## src/rtl/sha256_padder.sv

```systemverilog
// SHA-256 message padder: packs a byte stream big-endian into 512-bit blocks with FIPS 180-4 padding.
// Optional SHA256_PAD_STATUS_EN adds the msg_blocks per-message block counter output.
module sha256_padder #(
   parameter int LEN_W = 64
) (
   input  logic         clock,
   input  logic         reset,
   input  logic         in_valid,
   output logic         in_ready,
   input  logic [7:0]   in_data,
   input  logic         in_keep,
   input  logic         in_last,
   output logic         block_valid,
   input  logic         block_ready,
   output logic [511:0] block,
   output logic         block_first,
   output logic         block_last
`ifdef SHA256_PAD_STATUS_EN
   ,
   output logic [15:0]  msg_blocks
`endif
);

   typedef enum logic [1:0] {S_FILL, S_PAD, S_EMIT, S_LEN} state_t;

   state_t             state_q, state_d;
   logic [6:0]         idx_q, idx_d;
   logic [LEN_W-1:0]   len_q, len_d;
   logic [511:0]       block_q, block_d;
   logic               first_pend_q, first_pend_d;
   logic               last_q, last_d;
   logic               len_pend_q, len_pend_d;
   logic               pad80_q, pad80_d;

   logic [63:0]        len64;
   logic [63:0]        lane_eq;
   logic [63:0]        lane_gt;
   logic               in_fire;
   logic               out_fire;

   assign len64    = 64'(len_q);
   assign in_fire  = in_valid && in_ready;
   assign out_fire = block_valid && block_ready;

   // Per-byte-lane decode of the write pointer: the lane being written and the lanes after it.
   genvar gi;
   generate
      for (gi = 0; gi < 64; gi++) begin : g_lane
         assign lane_eq[gi] = (idx_q == 7'(gi));
         assign lane_gt[gi] = (7'(gi) > idx_q);
      end
   endgenerate

   always_ff @(posedge clock) begin
      if (!reset) begin
         state_q      <= S_FILL;
         idx_q        <= '0;
         len_q        <= '0;
         block_q      <= '0;
         first_pend_q <= 1'b1;
         last_q       <= 1'b0;
         len_pend_q   <= 1'b0;
         pad80_q      <= 1'b0;
      end else begin
         state_q      <= state_d;
         idx_q        <= idx_d;
         len_q        <= len_d;
         block_q      <= block_d;
         first_pend_q <= first_pend_d;
         last_q       <= last_d;
         len_pend_q   <= len_pend_d;
         pad80_q      <= pad80_d;
      end
   end

   always_comb begin
      state_d      = state_q;
      idx_d        = idx_q;
      len_d        = len_q;
      block_d      = block_q;
      first_pend_d = first_pend_q;
      last_d       = last_q;
      len_pend_d   = len_pend_q;
      pad80_d      = pad80_q;
      case (state_q)
         S_FILL: begin
            if (in_fire) begin
               if (in_keep) begin
                  for (int b = 0; b < 64; b++) begin
                     if (lane_eq[b]) block_d[511-8*b -: 8] = in_data;
                  end
                  idx_d = idx_q + 7'd1;
                  len_d = len_q + LEN_W'(8);
               end
               if (in_last) begin
                  state_d = S_PAD;
               end else if (in_keep && idx_q == 7'd63) begin
                  state_d    = S_EMIT;
                  last_d     = 1'b0;
                  len_pend_d = 1'b0;
               end
            end
         end
         S_PAD: begin
            // With idx==64 no lane matches, so the full data block passes through untouched.
            for (int b = 0; b < 64; b++) begin
               if (lane_eq[b])      block_d[511-8*b -: 8] = 8'h80;
               else if (lane_gt[b]) block_d[511-8*b -: 8] = 8'h00;
            end
            state_d = S_EMIT;
            if (idx_q <= 7'd55) begin
               block_d[63:0] = len64;
               last_d        = 1'b1;
               len_pend_d    = 1'b0;
               pad80_d       = 1'b0;
            end else begin
               last_d     = 1'b0;
               len_pend_d = 1'b1;
               pad80_d    = (idx_q == 7'd64);
            end
         end
         S_LEN: begin
            block_d    = {(pad80_q ? 8'h80 : 8'h00), 440'h0, len64};
            last_d     = 1'b1;
            len_pend_d = 1'b0;
            pad80_d    = 1'b0;
            state_d    = S_EMIT;
         end
         S_EMIT: begin
            if (out_fire) begin
               idx_d        = '0;
               first_pend_d = 1'b0;
               if (last_q) begin
                  len_d        = '0;
                  first_pend_d = 1'b1;
                  state_d      = S_FILL;
               end else if (len_pend_q) begin
                  state_d = S_LEN;
               end else begin
                  state_d = S_FILL;
               end
            end
         end
         default: state_d = S_FILL;
      endcase
   end

   always_comb begin
      in_ready    = (state_q == S_FILL);
      block_valid = (state_q == S_EMIT);
      block_first = (state_q == S_EMIT) && first_pend_q;
      block_last  = (state_q == S_EMIT) && last_q;
      block       = block_q;
   end

`ifdef SHA256_PAD_STATUS_EN
   logic [15:0] msg_blocks_q;

   always_ff @(posedge clock) begin
      if (!reset) begin
         msg_blocks_q <= '0;
      end else if (out_fire) begin
         if (last_q)                     msg_blocks_q <= '0;
         else if (msg_blocks_q != 16'hFFFF) msg_blocks_q <= msg_blocks_q + 16'd1;
      end
   end

   assign msg_blocks = msg_blocks_q;
`endif

endmodule

```

## config.mk

```make
export PLATFORM = sky130hd
export DESIGN_NAME = sha256_padder
export DESIGN_NICKNAME = d
export VERILOG_FILES = /design/src/rtl/sha256_padder.sv
export SDC_FILE = /design/constraint.sdc
export NUM_CORES = 1
export LEC_CHECK = 0
export ABC_CLOCK_PERIOD_IN_PS = 2800
export CORE_MARGIN = 5
export CORE_UTILIZATION = 35
export CTS_BUF_LIST = sky130_fd_sc_hd__clkbuf_4 sky130_fd_sc_hd__clkbuf_8
export CTS_CLUSTER_SIZE = 14
export DETAILED_ROUTE_END_ITERATION = 7
export GPL_TIMING_DRIVEN = 0
export SLEW_MARGIN = 20
export SYNTH_ARGS = -nofsm -noshare
export SYNTH_HDL_FRONTEND = slang
export SYNTH_SLANG_ARGS = --single-unit
```

## constraint.sdc

```tcl
create_clock -name clock -period 2.8 [get_ports clock]
set_clock_uncertainty 0.1 [all_clocks]
set_input_delay 0.7 -clock clock [delete_from_list [all_inputs] [get_ports clock]]
set_output_delay 0.7 -clock clock [all_outputs]
set_load 0.005 [all_outputs]
```

Word level (Yosys, flattened, before mapping)
Index checks and enable logic that the tools add are counted.
Widths: inputs -> output; s select.
- input port bits: 14
- logic and storage cells: 643
- register bits after elaboration: 589
- multiplexer cells: 223
- $add $sub $neg: 2
- reduce and logical (&&, ||, !) cells: 80
- $lt $le $gt $ge: 65
- equality and inequality tests: 202
- operators with widths (kind ; count):
    $mux 8 ; 193
    $pmux 512 s3 ; 1
    $mux 512 ; 2
    $reduce_and 5->1 ; 65
    $mux 64 ; 5
    $eq 7x6->1 const B ; 32
    $gt 6x7->1 const A ; 32
    $ne 3x3->1 const B ; 56
    $ne 2x1->1 const B ; 69
    $pmux 64 s2 ; 1
    $eq 7x5->1 const B ; 16
    $gt 5x7->1 const A ; 16
    $add 64x4->64 const B ; 1
    $eq 7x4->1 const B ; 8
    $gt 4x7->1 const A ; 8
    $ne 4x4->1 const B ; 8
    $eq 7x3->1 const B ; 4
    $gt 3x7->1 const A ; 4
    $mux 7 ; 3
    $eq 7x2->1 const B ; 2
    $gt 1x7->1 const A ; 2
    $gt 2x7->1 const A ; 2
    $pmux 7 s2 ; 1
    $mux 2 ; 6
    other kinds (21) ; 35

Logic depth before layout (Yosys ltp)
- depth in word-level cells: 6
- mapped depth: 12

Worst setup path before layout
Ideal clock, no wire load.
- path kind: register to register
- start: register idx_q[0]
- end: register block_q[264], in the netlist block[264]
- period minus slack after synthesis: 2789 ps
- setup slack: 11 ps
- stages on the path, launching flop included: 12
- path buffers: 4
- arrival: 2614 ps
- data required time: 2626 ps
- library setup time: 74 ps
- cell sequence: dfxtp_1 -> clkbuf_1 -> clkbuf_1 -> inv_1 -> ha_1 -> clkbuf_1 -> and3_1 -> clkbuf_1 -> nand2_1 -> a21oi_1 -> o21ai_1 -> mux2i_1
- longest elaborated chain between the ends: 3
- elaborated cells on any way between the ends: 7
- ends and longest elaborated chain (what ; line ; RTL):
    start, declared ; 27 ; logic [6:0] idx_q, idx_d;
    start signal, assigned ; 66 ; idx_q <= idx_d;
    $gt 5x7->1 or $eq 7x5->1 (tied branches) ; 50, 49 ;
    $ne 3x3->1 (no line) (tied with other cells) ; - ;
    $reduce_and 5->1 (no line) or $pmux 512 s3 (tied branches) ; - ;
    end signal, assigned ; 68 ; block_q <= block_d;
    end, declared ; 29 ; logic [511:0] block_q, block_d;
Several ways; a longest one is shown, not always the timed one.
A chain may end at the register's enable or synchronous reset.

Worst setup path after layout
- start: register idx_q[2]
- end: register block_q[431], in the netlist block[431]
- longest elaborated chain between the ends: 3
- elaborated cells on any way between the ends: 7
- ends and longest elaborated chain (what ; line):
    $gt 4x7->1 or $eq 7x4->1 (tied branches) ; 50, 49
    $ne 3x3->1 (no line) (tied with other cells) ; -
    $reduce_and 5->1 (no line) or $pmux 512 s3 (tied branches) ; -
Several ways; a longest one is shown, not always the timed one.

==> flow_metrics.tcl <==
set metrics [dict create \
    insertion_delay_ns 0.74 \
    setup_violations 8 \
    clock-sinks 586 \
    place.gp.congestion 1.032 \
    avgSynthCellArea_um2 9.123 \
    slew_headroom_pct 35.01 \
    grt-ovfl-total 0 \
    synth_top_cell_area_share_pct 47.79 \
    min_path_type "flop to flop" \
    core_um2 69790 \
    synth_cell_types 85 \
    required_ns 3.32 \
    synth_common_cells "dfxtp_1 (586), nor2_1 (353), mux2i_1 (310), a21oi_1 (240), clkbuf_1 (189)" \
    cts.path.max_buffers 3 \
    crit_type "flop to flop" \
    cts_root_buffer "clkbuf_8" \
    clk_pin_slew_ns 0.07 \
    async_reset_ff_share_pct 0 \
    drive_gt1_share_pct 13.55 \
    synth_warnings 0 \
    finalSetupTns_ns -0.6037 \
    utilization_pct 49.83 \
    clockPowerShare_pct 42.8 \
    worst-path-max-fanout 10 \
    violations "setup timing" \
    track_usage_pct 28.96 \
    stdcell_area_um2 34770 \
    synth_ff_type "dfxtp_1" \
    met3_usage_pct 8.730 \
    powerDensity_nw_per_um2 574.3 \
    dpl.hpwl_mm 83.26 \
    hold_viol_final 0 \
    grtUsageMet2_pct 47.62 \
    synth_edf_count 0 \
    h-tree-depth 3 \
    gr-usage-met1_pct 35.44 \
    die_x_um 274.8 \
    cap_viol_max_count 0 \
    dieArea_um2 75540 \
    grt_pass1_wl_mm 164.3 \
    io_buffers 528 \
    grt_pass1_vias 23850 \
    yosysTopAreaCell "dfxtp_1" \
    combPwrFrac_pct 13.4 \
    yosys-top-cells-area "dfxtp_1 (48%), mux2i_1 (13%), nor2_1 (5.4%)" \
    worst_slack_ns -0.09115 \
    syn_to_final_growth_pct 41.64 \
    arrival_ns 3.41 \
    synthCells 2691 \
    power.share.switching_pct 27.74 \
    synth_most_common_cell "dfxtp_1" \
    cts_hold_buf 0 \
    drv_slew 0 \
    fmax_mhz 345.9 \
    power_leakage_nw 12.04 \
    grt_max_degree 16 \
    cts_inserted_buffers 102 \
    rsz0062_at_grt "true" \
    num_io_pins 530 \
    antenna_found_initial 8 \
    avgRoutedWirePerCell_um 26.24 \
    drt_iter0_drc 2468 \
    cts_tree "done" \
    viasPerCell 5.574 \
    status "finished with violations" \
    ys_ff_latch 586 \
    p_sw_mw 5.540 \
    dr.pass1.iters 6 \
    drt-total-wl_mm 114.8 \
    fp-row-count 97 \
    pwr-share-seq_pct 43.8 \
    dr_total_vias 24394 \
    postPlaceCellArea_um2 31080 \
    syn_nets 2710 \
    synth_area_um2 24550 \
    period_share_pct 103.3 \
    die_h_um 274.8 \
    busiest_layer "met2" \
    fin_nets 3375 \
    worst_pin_slew_ns 0.9748 \
    p_int_mw 14.43 \
    irDropWorstVdd_v 0.0003718 \
    start_util_pct 35.18 \
    antenna_left 0 \
    drc 0 \
    end_kind "flop" \
    fin_crit_ns 2.891 \
    yosysSeqAreaShare_pct 47.79 \
    cp-start-kind "flop" \
]
## cells in the final DEF, fill, tap and decap left out, drive strengths merged, types with 6 or more instances in the layout
cell / count
a211oi: 24
a21o: 9
a21oi: 259
a221o: 15
a22oi: 16
a311oi: 19
a31oi: 23
a41o: 7
and2: 7
and3: 10
and4: 8
buf: 88
clkbuf: 347
clkdlybuf4s50: 524
clkinv: 7
dfxtp: 586
inv: 24
mux2i: 310
nand2: 131
nand3: 133
nand3b: 6
nand4: 30
nor2: 356
nor2b: 19
nor3: 28
nor4: 15
o211a: 36
o211ai: 27
o21a: 13
o21ai: 151
o22ai: 12
o31ai: 34
o32ai: 10
or2: 11
or3: 17
or4: 34
xnor2: 11
## metal layers
layer	routed length (µm)	vias up
met5	0	-
met4	5435	0
met3	11040	307
met2	53540	1199
met1	44800	11834
li1	-	11054
## stage by stage
| step | cells | setup WS, ns | power (mW) | hold WS, ns |
|---|---|---|---|---|
| floorplan | 2691 | 0.01115 | 10.04 | 0.3154 |
| global placement | 4159 | -1.469 | 11.33 | 0.3269 |
| detailed placement | 4161 | -1.513 | 11.34 | 0.3303 |
| CTS | 4354 | -0.008534 | 20.02 | 0.3439 |
| global route | 4376 | -0.07235 | 20.61 | 0.3549 |
| finish | 4376 | -0.09115 | 19.97 | 0.3483 |
## power by group through the flow
stage	Combinational, mW	Clock [mW]	Sequential [mW]
floorplan	1.14	0	8.91
global route	2.80	9.05	8.76
global placement	2.41	0	8.91
finish	2.67	8.56	8.75
CTS	2.60	8.68	8.74
detailed placement	2.42	0	8.92
## path summary, 6_finish.rpt
kind	start	end	slack (ns)	cells after the start
worst min register to register	len_pend_q	len_pend_q	0.35	1
worst min-delay path	len_pend_q	len_pend_q	0.35	1
worst max-delay path	idx_q[2]	block[431]	-0.09	7
worst max register to register	idx_q[2]	block[431]	-0.09	7
## worst max-delay path: stages, from the launching register on
cell      delay, ns
dfxtp_2        0.37
clkbuf_4       0.22
clkbuf_4       0.23
a21oi_1        0.65
o22ai_1        0.31
a21oi_4        0.53
o211ai_1       0.17
o211a_1        0.17
## registers in the layout, summed over array words and instances, names as in the netlist
name,count
block,512
first_pend_q,1
idx_q,7
last_q,1
len64,61
len_pend_q,1
pad80_q,1
state_q,2
## layout make-up
type	instances	area, µm²
diodes	5	12.51
clock buffers	164	2051
plain buffers	226	1120
inverters	22	86.33
clock inverters	15	182.7
repair buffers	572	5823
fillers	6765	35010
multi-input cells	1846	12590
well taps	940	1176
flip-flops and latches	586	11740
## cell families (layout without fill, tap and decap cells)
group,Yosys count,in the layout,share of synthesized area [%]
flops,586,586,47.79
mux,310,310,12.64
other cells,0,5,0
buf+inv,260,999,4.225
xor+xnor,14,14,0.4995
compound gates,687,688,18.36
simple gates,829,829,16.24
fa+ha+maj,5,5,0.2548
## repair_timing
action                     CTS  global route
setup endpoints to repair  578           393
gates cloned                 0             1
buffers inserted            25            17
pin swaps                   13            12
gates resized for setup    198            69
(Power assumes the default switching activity.)
